[src/rtl/vertex_sched.sv]
// Streaming sequencer around one vertex_processor: loads info words, runs the
// program for a configured cycle count, reads back the result word.
module vertex_sched #(
  parameter int                     info_w        = 128,
  parameter int                     info__add_W   = 8,
  parameter int                     pc_ins_addr_w = 8,
  parameter int                     ins_data_w    = 15,
  parameter int                     WORDS         = 4,
  parameter logic [info__add_W-1:0] INFO_BASE     = '0,
  parameter logic [info__add_W-1:0] RES_ADDR      = {info__add_W{1'b1}}
) (
  input  logic                     clk,
  input  logic                     reset,
  input  logic [7:0]               cfg_prog_len,
  input  logic                     host_we,
  input  logic [pc_ins_addr_w-1:0] host_addr,
  input  logic [ins_data_w-1:0]    host_din,
  output logic                     host_busy,
  input  logic                     in_valid,
  output logic                     in_ready,
  input  logic [info_w-1:0]        in_data,
  output logic                     out_valid,
  input  logic                     out_ready,
  output logic [info_w-1:0]        out_data,
  output logic [15:0]              vert_count,
  output logic                     vp_enable,
  output logic                     vp_reset,
  output logic                     vp_we_ins_m,
  output logic [pc_ins_addr_w-1:0] vp_addr_ins_m,
  output logic [ins_data_w-1:0]    vp_din_ins_m,
  output logic                     vp_we_inf,
  output logic [info__add_W-1:0]   vp_addr_inf,
  output logic [info_w-1:0]        vp_info_in,
  input  logic [info_w-1:0]        vp_vert_out
);

  // state  | meaning
  // IDLE   | host may write instruction memory; waits for a vertex
  // LOAD   | accepts WORDS info beats into data memory
  // CLEAR  | one cycle of processor PC reset, run counter loaded
  // RUN    | processor enabled for cfg_prog_len cycles
  // READ_A | result address presented to data memory
  // READ_C | result word captured into out_data
  // OUT    | result offered downstream
  typedef enum logic [2:0] {IDLE, LOAD, CLEAR, RUN, READ_A, READ_C, OUT} state_t;

  state_t     state, state_nx;
  logic [7:0] idx;
  logic [7:0] run_cnt;
  logic       beat, idx_clr, cnt_load;

  always_ff @(posedge clk) begin
    if (!reset) state <= IDLE;
    else        state <= state_nx;
  end

  always_ff @(posedge clk) begin
    if (!reset) begin
      idx        <= '0;
      run_cnt    <= '0;
      out_data   <= '0;
      vert_count <= '0;
    end else begin
      if (idx_clr)   idx <= '0;
      else if (beat) idx <= idx + 8'd1;
      if (cnt_load)          run_cnt <= cfg_prog_len;
      else if (state == RUN) run_cnt <= run_cnt - 8'd1;
      if (state == READ_C) out_data <= vp_vert_out;
      if (out_valid && out_ready) vert_count <= vert_count + 16'd1;
    end
  end

  always_comb begin
    state_nx    = state;
    in_ready    = 1'b0;
    out_valid   = 1'b0;
    vp_enable   = 1'b0;
    vp_reset    = !reset;
    vp_we_inf   = 1'b0;
    vp_addr_inf = INFO_BASE;
    vp_info_in  = in_data;
    vp_we_ins_m = 1'b0;
    beat        = 1'b0;
    idx_clr     = 1'b0;
    cnt_load    = 1'b0;
    case (state)
      IDLE: begin
        vp_we_ins_m = host_we;
        if (!host_we && in_valid) begin
          state_nx = LOAD;
          idx_clr  = 1'b1;
        end
      end
      LOAD: begin
        in_ready = 1'b1;
        if (in_valid) begin
          beat        = 1'b1;
          vp_we_inf   = 1'b1;
          vp_addr_inf = INFO_BASE + info__add_W'(idx);
          if (idx == 8'(WORDS - 1)) state_nx = CLEAR;
        end
      end
      CLEAR: begin
        vp_reset = 1'b1;
        cnt_load = 1'b1;
        state_nx = (cfg_prog_len != 8'd0) ? RUN : READ_A;
      end
      RUN: begin
        vp_enable = 1'b1;
        if (run_cnt == 8'd1) state_nx = READ_A;
      end
      READ_A: begin
        vp_addr_inf = RES_ADDR;
        state_nx    = READ_C;
      end
      READ_C: begin
        vp_addr_inf = RES_ADDR;
        state_nx    = OUT;
      end
      OUT: begin
        out_valid = 1'b1;
        if (out_ready) state_nx = IDLE;
      end
      default: state_nx = IDLE;
    endcase
    // while reset is held the processor is halted and no handshake or write escapes
    if (!reset) begin
      in_ready    = 1'b0;
      out_valid   = 1'b0;
      vp_enable   = 1'b0;
      vp_we_inf   = 1'b0;
      vp_we_ins_m = 1'b0;
    end
  end

  assign host_busy     = (state != IDLE);
  assign vp_addr_ins_m = host_addr;
  assign vp_din_ins_m  = host_din;

endmodule

[config.mk]
export PLATFORM = sky130hd
export DESIGN_NAME = vertex_sched
export DESIGN_NICKNAME = d
export VERILOG_FILES = /design/src/rtl/vertex_sched.sv
export SDC_FILE = /design/constraint.sdc
export NUM_CORES = 1
export LEC_CHECK = 0
export CAP_MARGIN = 0
export CORE_AREA = 4 4 232 234
export CTS_CLUSTER_DIAMETER = 50
export DETAILED_ROUTE_END_ITERATION = 8
export DIE_AREA = 0 0 236 238
export HOLD_SLACK_MARGIN = 0.1
export PLACE_DENSITY_LB_ADDON = 0.1
export SYNTH_ARGS = -nofsm -noshare
export SYNTH_HDL_FRONTEND = slang
export SYNTH_SLANG_ARGS = --single-unit
[constraint.sdc]
create_clock -name clk -period 2.19 [get_ports clk]
set_input_delay 0.438 -clock clk [delete_from_list [all_inputs] [get_ports clk]]
set_output_delay 0.438 -clock clk [all_outputs]
set_load 0.05 [all_outputs]
# After elaboration in Yosys (flattened, before gate mapping)

Cells that the tools add are included.

Register bits after elaboration: 163
Output and inout bits: 310

$add $sub $neg: 3
Mux-type cells: 26
Reductions and logical operators: 11
Equality and inequality tests: 13
Bitwise gates (word level): 1

Operators with widths:

| kind                  | count |
|---|---|
| $mux 8                | 3 |
| $pmux 3 s7            | 1 |
| $mux 3                | 6 |
| $add 16x1->16 const B | 1 |
| $pmux 8 s2            | 1 |
| $mux 1                | 15 |
| $eq 3x3->1 const B    | 3 |
| $add 8x1->8 const B   | 1 |
| $eq 8x1->1 const B    | 1 |
| $eq 8x2->1 const B    | 1 |
| $ne 2x2->1 const B    | 4 |
| $reduce_bool 8->1     | 1 |
| $sub 8x1->8 const B   | 1 |
| $eq 3x2->1 const B    | 2 |
| $reduce_and 5->1      | 1 |
| $reduce_or 2->1       | 2 |
| $eq 3x1->1 const B    | 1 |
| $logic_not 3->1       | 1 |
| $reduce_bool 3->1     | 1 |
| $logic_and 1x1->1     | 2 |
| $logic_not 1->1       | 2 |
| $ne 2x1->1 const B    | 1 |
| $reduce_bool 2->1     | 1 |
| $not 1->1             | 1 |

# Logic depth before layout (Yosys ltp)

Gate-level depths: netlist of the first run.

Depth after elaboration: 5
Mapped depth: 7

# Worst setup path after synthesis of the first run

OpenSTA, ideal clock, no wires.

Kind: register to output
From: reg state[2]
To: out vp_reset
Buffers on the path: 2
Arrival time: 1.927 ns
Cell stages (with the launch flop): 5
Data required time: 1.752 ns
Setup slack: -0.175 ns
Cells stage by stage: dfxtp_1 nand2b_1 clkbuf_1 clkbuf_1 o21ai_0

Cells in the longest elaborated chain, start to end: 2

Ends and longest elaborated chain:

| item                   | RTL line | source |
|---|---|---|
| from (decl)            | 47       | `state_t state, state_nx;` |
| from (signal assigned) | 54       | `else state <= state_nx;` |
| $eq 3x2->1             | 86       | `case (state)` |
| $mux 1                 | 86       |  |
| to (decl)              | 27       | `output logic vp_reset,` |

No other way between the ends.

# Worst setup path in the final report of the first run

From: reg vert_count[3]
To: out vert_count[3]

RTL lines:

| item                   | RTL line | source |
|---|---|---|
| from (decl)            | 25       | `output logic [15:0] vert_count,` |
| from (signal assigned) | 69       | `if (out_valid && out_ready) vert_count <= vert_count + 16'd1;` |

No word-level cell between the ends.

==> flow_metrics.tcl, run 1 <==
set metrics [dict create \
    worstSetupPathType "flop to output port" \
    regArea_mm2 0.00327 \
    final_net_count 1413 \
    yosysSeqAreaShare_pct 44.0 \
    ys_seq_elements 163 \
    path_clk_slew_ps 60 \
    cp_slowest_cell "clkdlybuf4s50_1" \
    initial_utilization_pct 14.3 \
    cts_root_buf "clkbuf_16" \
    hold_viol 0 \
    yosysTopAreaCell "dfxtp_1" \
    synth_fp_nets 1252 \
    synth-edff-count 0 \
    wire_per_inst_um 16.3 \
    critPathArrivalTime_ps 1660 \
    die_h_um 238 \
    required_ps 1750 \
    period_share_pct 96.0 \
    worstSkewPairLatency_ps 470 \
    final_common_cell "nand2_1" \
    cts_sinks 163 \
    leakagePower_nw 3.80 \
    dp_hpwl_um 21500 \
    drive_gt1_share_pct 10.3 \
    antennaDiodeCount 0 \
    synth_compound_area_share_pct 12.9 \
    ys.flop_type "dfxtp_1" \
    tritoncts "yes" \
    area_growth_syn_to_layout_pct 50.9 \
    yosysTopAreaCellShare_pct 44.0 \
    io_pins 602 \
    gp_congestion 0.696 \
    num_vias 6673 \
    power_density_mw_per_mm2 641 \
    irDropWorstVdd_uv 470 \
    yosys_warnings 0 \
    period_minus_slack_ps 2100 \
    outcome "complete, no violations" \
    timing.hold.ws_ps 451 \
    cp_cell_sequence "clkdlybuf4s50_1" \
    design_area_mm2 0.0112 \
    core_mm2 0.0520 \
    die_area_mm2 0.0562 \
    drt_iter0_markers 294 \
    drt_first_pass_iters 5 \
    yosys.area_share.adder_pct 0.675 \
    setup_viol 0 \
    antenna_left 0 \
    multiInputGateArea_mm2 0.00284 \
    synth-xor-area-share_pct 1.77 \
    grt_overflow 0 \
    antenna_found_initial 0 \
    cp_top_family "buffers and inverters" \
    maxSlewViolCount 0 \
    tightest_slew_ps 571 \
    synth_top_family_by_area "simple AND/OR/NAND/NOR gates" \
    fillers 5764 \
    die_w_um 236 \
    rows 84 \
    grt_pass1_vias 6628 \
    cp-end-kind "output port" \
    dp_slack_ps 67.4 \
    rsz0062_at_grt "yes" \
    fmax_mhz 476 \
    worstSetupStartpointType "flop" \
    htree_levels 4 \
    finalPower_mw 7.18 \
    portBuffers 299 \
    synth_async_sr_flop_share_pct 0 \
    cp.buffers_inverters 1 \
    synth-simple-area-share_pct 21.4 \
    route.detailed.drc 0 \
    postCtsHoldBufs 0 \
    grt_max_degree 69 \
    routed_wirelength_um 29600 \
    grt_pass1_wl_um 43300 \
    path_max_fanout 3 \
    yosysUniqueCellTypes 44 \
    placedInstanceArea_mm2 0.0105 \
    cts_buffer_depth 2 \
    hold_path_class "flop to flop" \
    layout_common_cells "nand2_1 (281), clkdlybuf4s50_1 (270), dfxtp_1 (160)" \
    cpPeakStageDelay_ps 830 \
    fin_ws_ps 87.5 \
    synthMuxAreaShare_pct 0.540 \
    routed_via_density 3.67 \
    track_usage_pct 10.3 \
    cap_violations 0 \
    netlist_area_mm2 0.00742 \
    syn_inst 956 \
    slew_headroom_pct 61.8 \
    syn_avg_cell_area_um2 7.76 \
    synth_area_leaders "dfxtp_1 (44%), buf_4 (15%), nand2_1 (15%)" \
    fin_skew_ps 9.25 \
    cts_buffers 17 \
]
==> sequential cells by signal, summed over array words and instances (netlist names) <==
name        cells
out_data      128
vert_count     16
idx             8
run_cnt         8
state           3
==> worst paths after layout <==
check                                   start             to  slack [ps]  depth (start not counted)
worst max-delay path            vert_count[3]  vert_count[3]          90                          1
worst min-delay path            out_data[117]  out_data[117]         450                          2
worst max register to register         idx[0]       state[0]         310                          5
worst min register to register  out_data[117]  out_data[117]         450                          2
==> final cells by class <==
class | instances | area share (%)
sequential | 163 | 29.2
clock inverter | 9 | 0.726
timing repair buffer | 348 | 32.5
inverter | 9 | 0.358
tap | 688 | 7.69
clock buffer | 21 | 4.11
multi-input combinational | 578 | 25.4
==> metal layers <==
metal | GRT usage, % | share of wire (%)
met5 | 0.758 | 0.11
met4 | 5.93 | 4.2
met3 | 4.75 | 8.8
met2 | 16.7 | 48
met1 | 11.0 | 39
==> timing repair <==
item | in CTS | in global routing
gates cloned | 1 | 0
gates resized for setup | 22 | 12
buffers inserted | 8 | 1
hold endpoints to repair | 0 | 0
setup endpoints to repair | 25 | 10
pin swaps | 1 | 2
==> cells in the mapped netlist, types with 2 or more instances <==
cell        n
buf_4     151
buf_2       7
nor2b_1     2
inv_1       8
xnor2_1     9
o31ai_1     5
or4_1       4
and3_1      4
nand4_1     6
or3_1       6
ha_1        4
a21oi_1   145
o21ai_0    11
o21a_1      2
buf_1       6
mux2i_1     4
xor2_1      6
clkbuf_1   41
a22oi_1     5
nor4_1      7
dfxtp_1   163
nand3_1    10
nand2_1   288
nor2_1     28
and2_1      3
nor3_1      7
a311o_1     2
a211oi_1    3
nand2b_1    4
==> report_power, final <==
part           total, mW  leakage (nW)  internal (mW)  switching, mW
registers           3.06          1.32           3.01         0.0448
clock network       2.95         0.261           1.60           1.35
logic               1.17          2.22          0.579          0.589
total               7.18          3.80           5.20           1.98
==> logic make-up (layout without fill, tap and decap cells) <==
family / Yosys count / in the layout
and+or+nand+nor: 377 / 377
buffers and inverters: 215 / 387
AOI/OAI and AO/OA: 178 / 178
DFF: 163 / 163
xor gates and xnor gates: 15 / 15
adders and majority gates: 4 / 4
muxes: 4 / 4
==> metrics by stage <==
stage / utilization [%] / TNS [ps] / cells
floorplan: - / 0 / 956
global placement: 20.2 / 0 / 1776
detailed placement: 20.2 / 0 / 1776
CTS: 21.4 / 0 / 1815
global route: 21.5 / -27.6 / 1816
finish: 21.5 / 0 / 1816
(Power assumes the default switching activity.)
==> run 2: changes to the inputs <==
Settings changed: HOLD_SLACK_MARGIN 0.1 to 0.03.
==> results of run 2 <==
No change in the layout: final DEF, timing and power equal those of run 1.
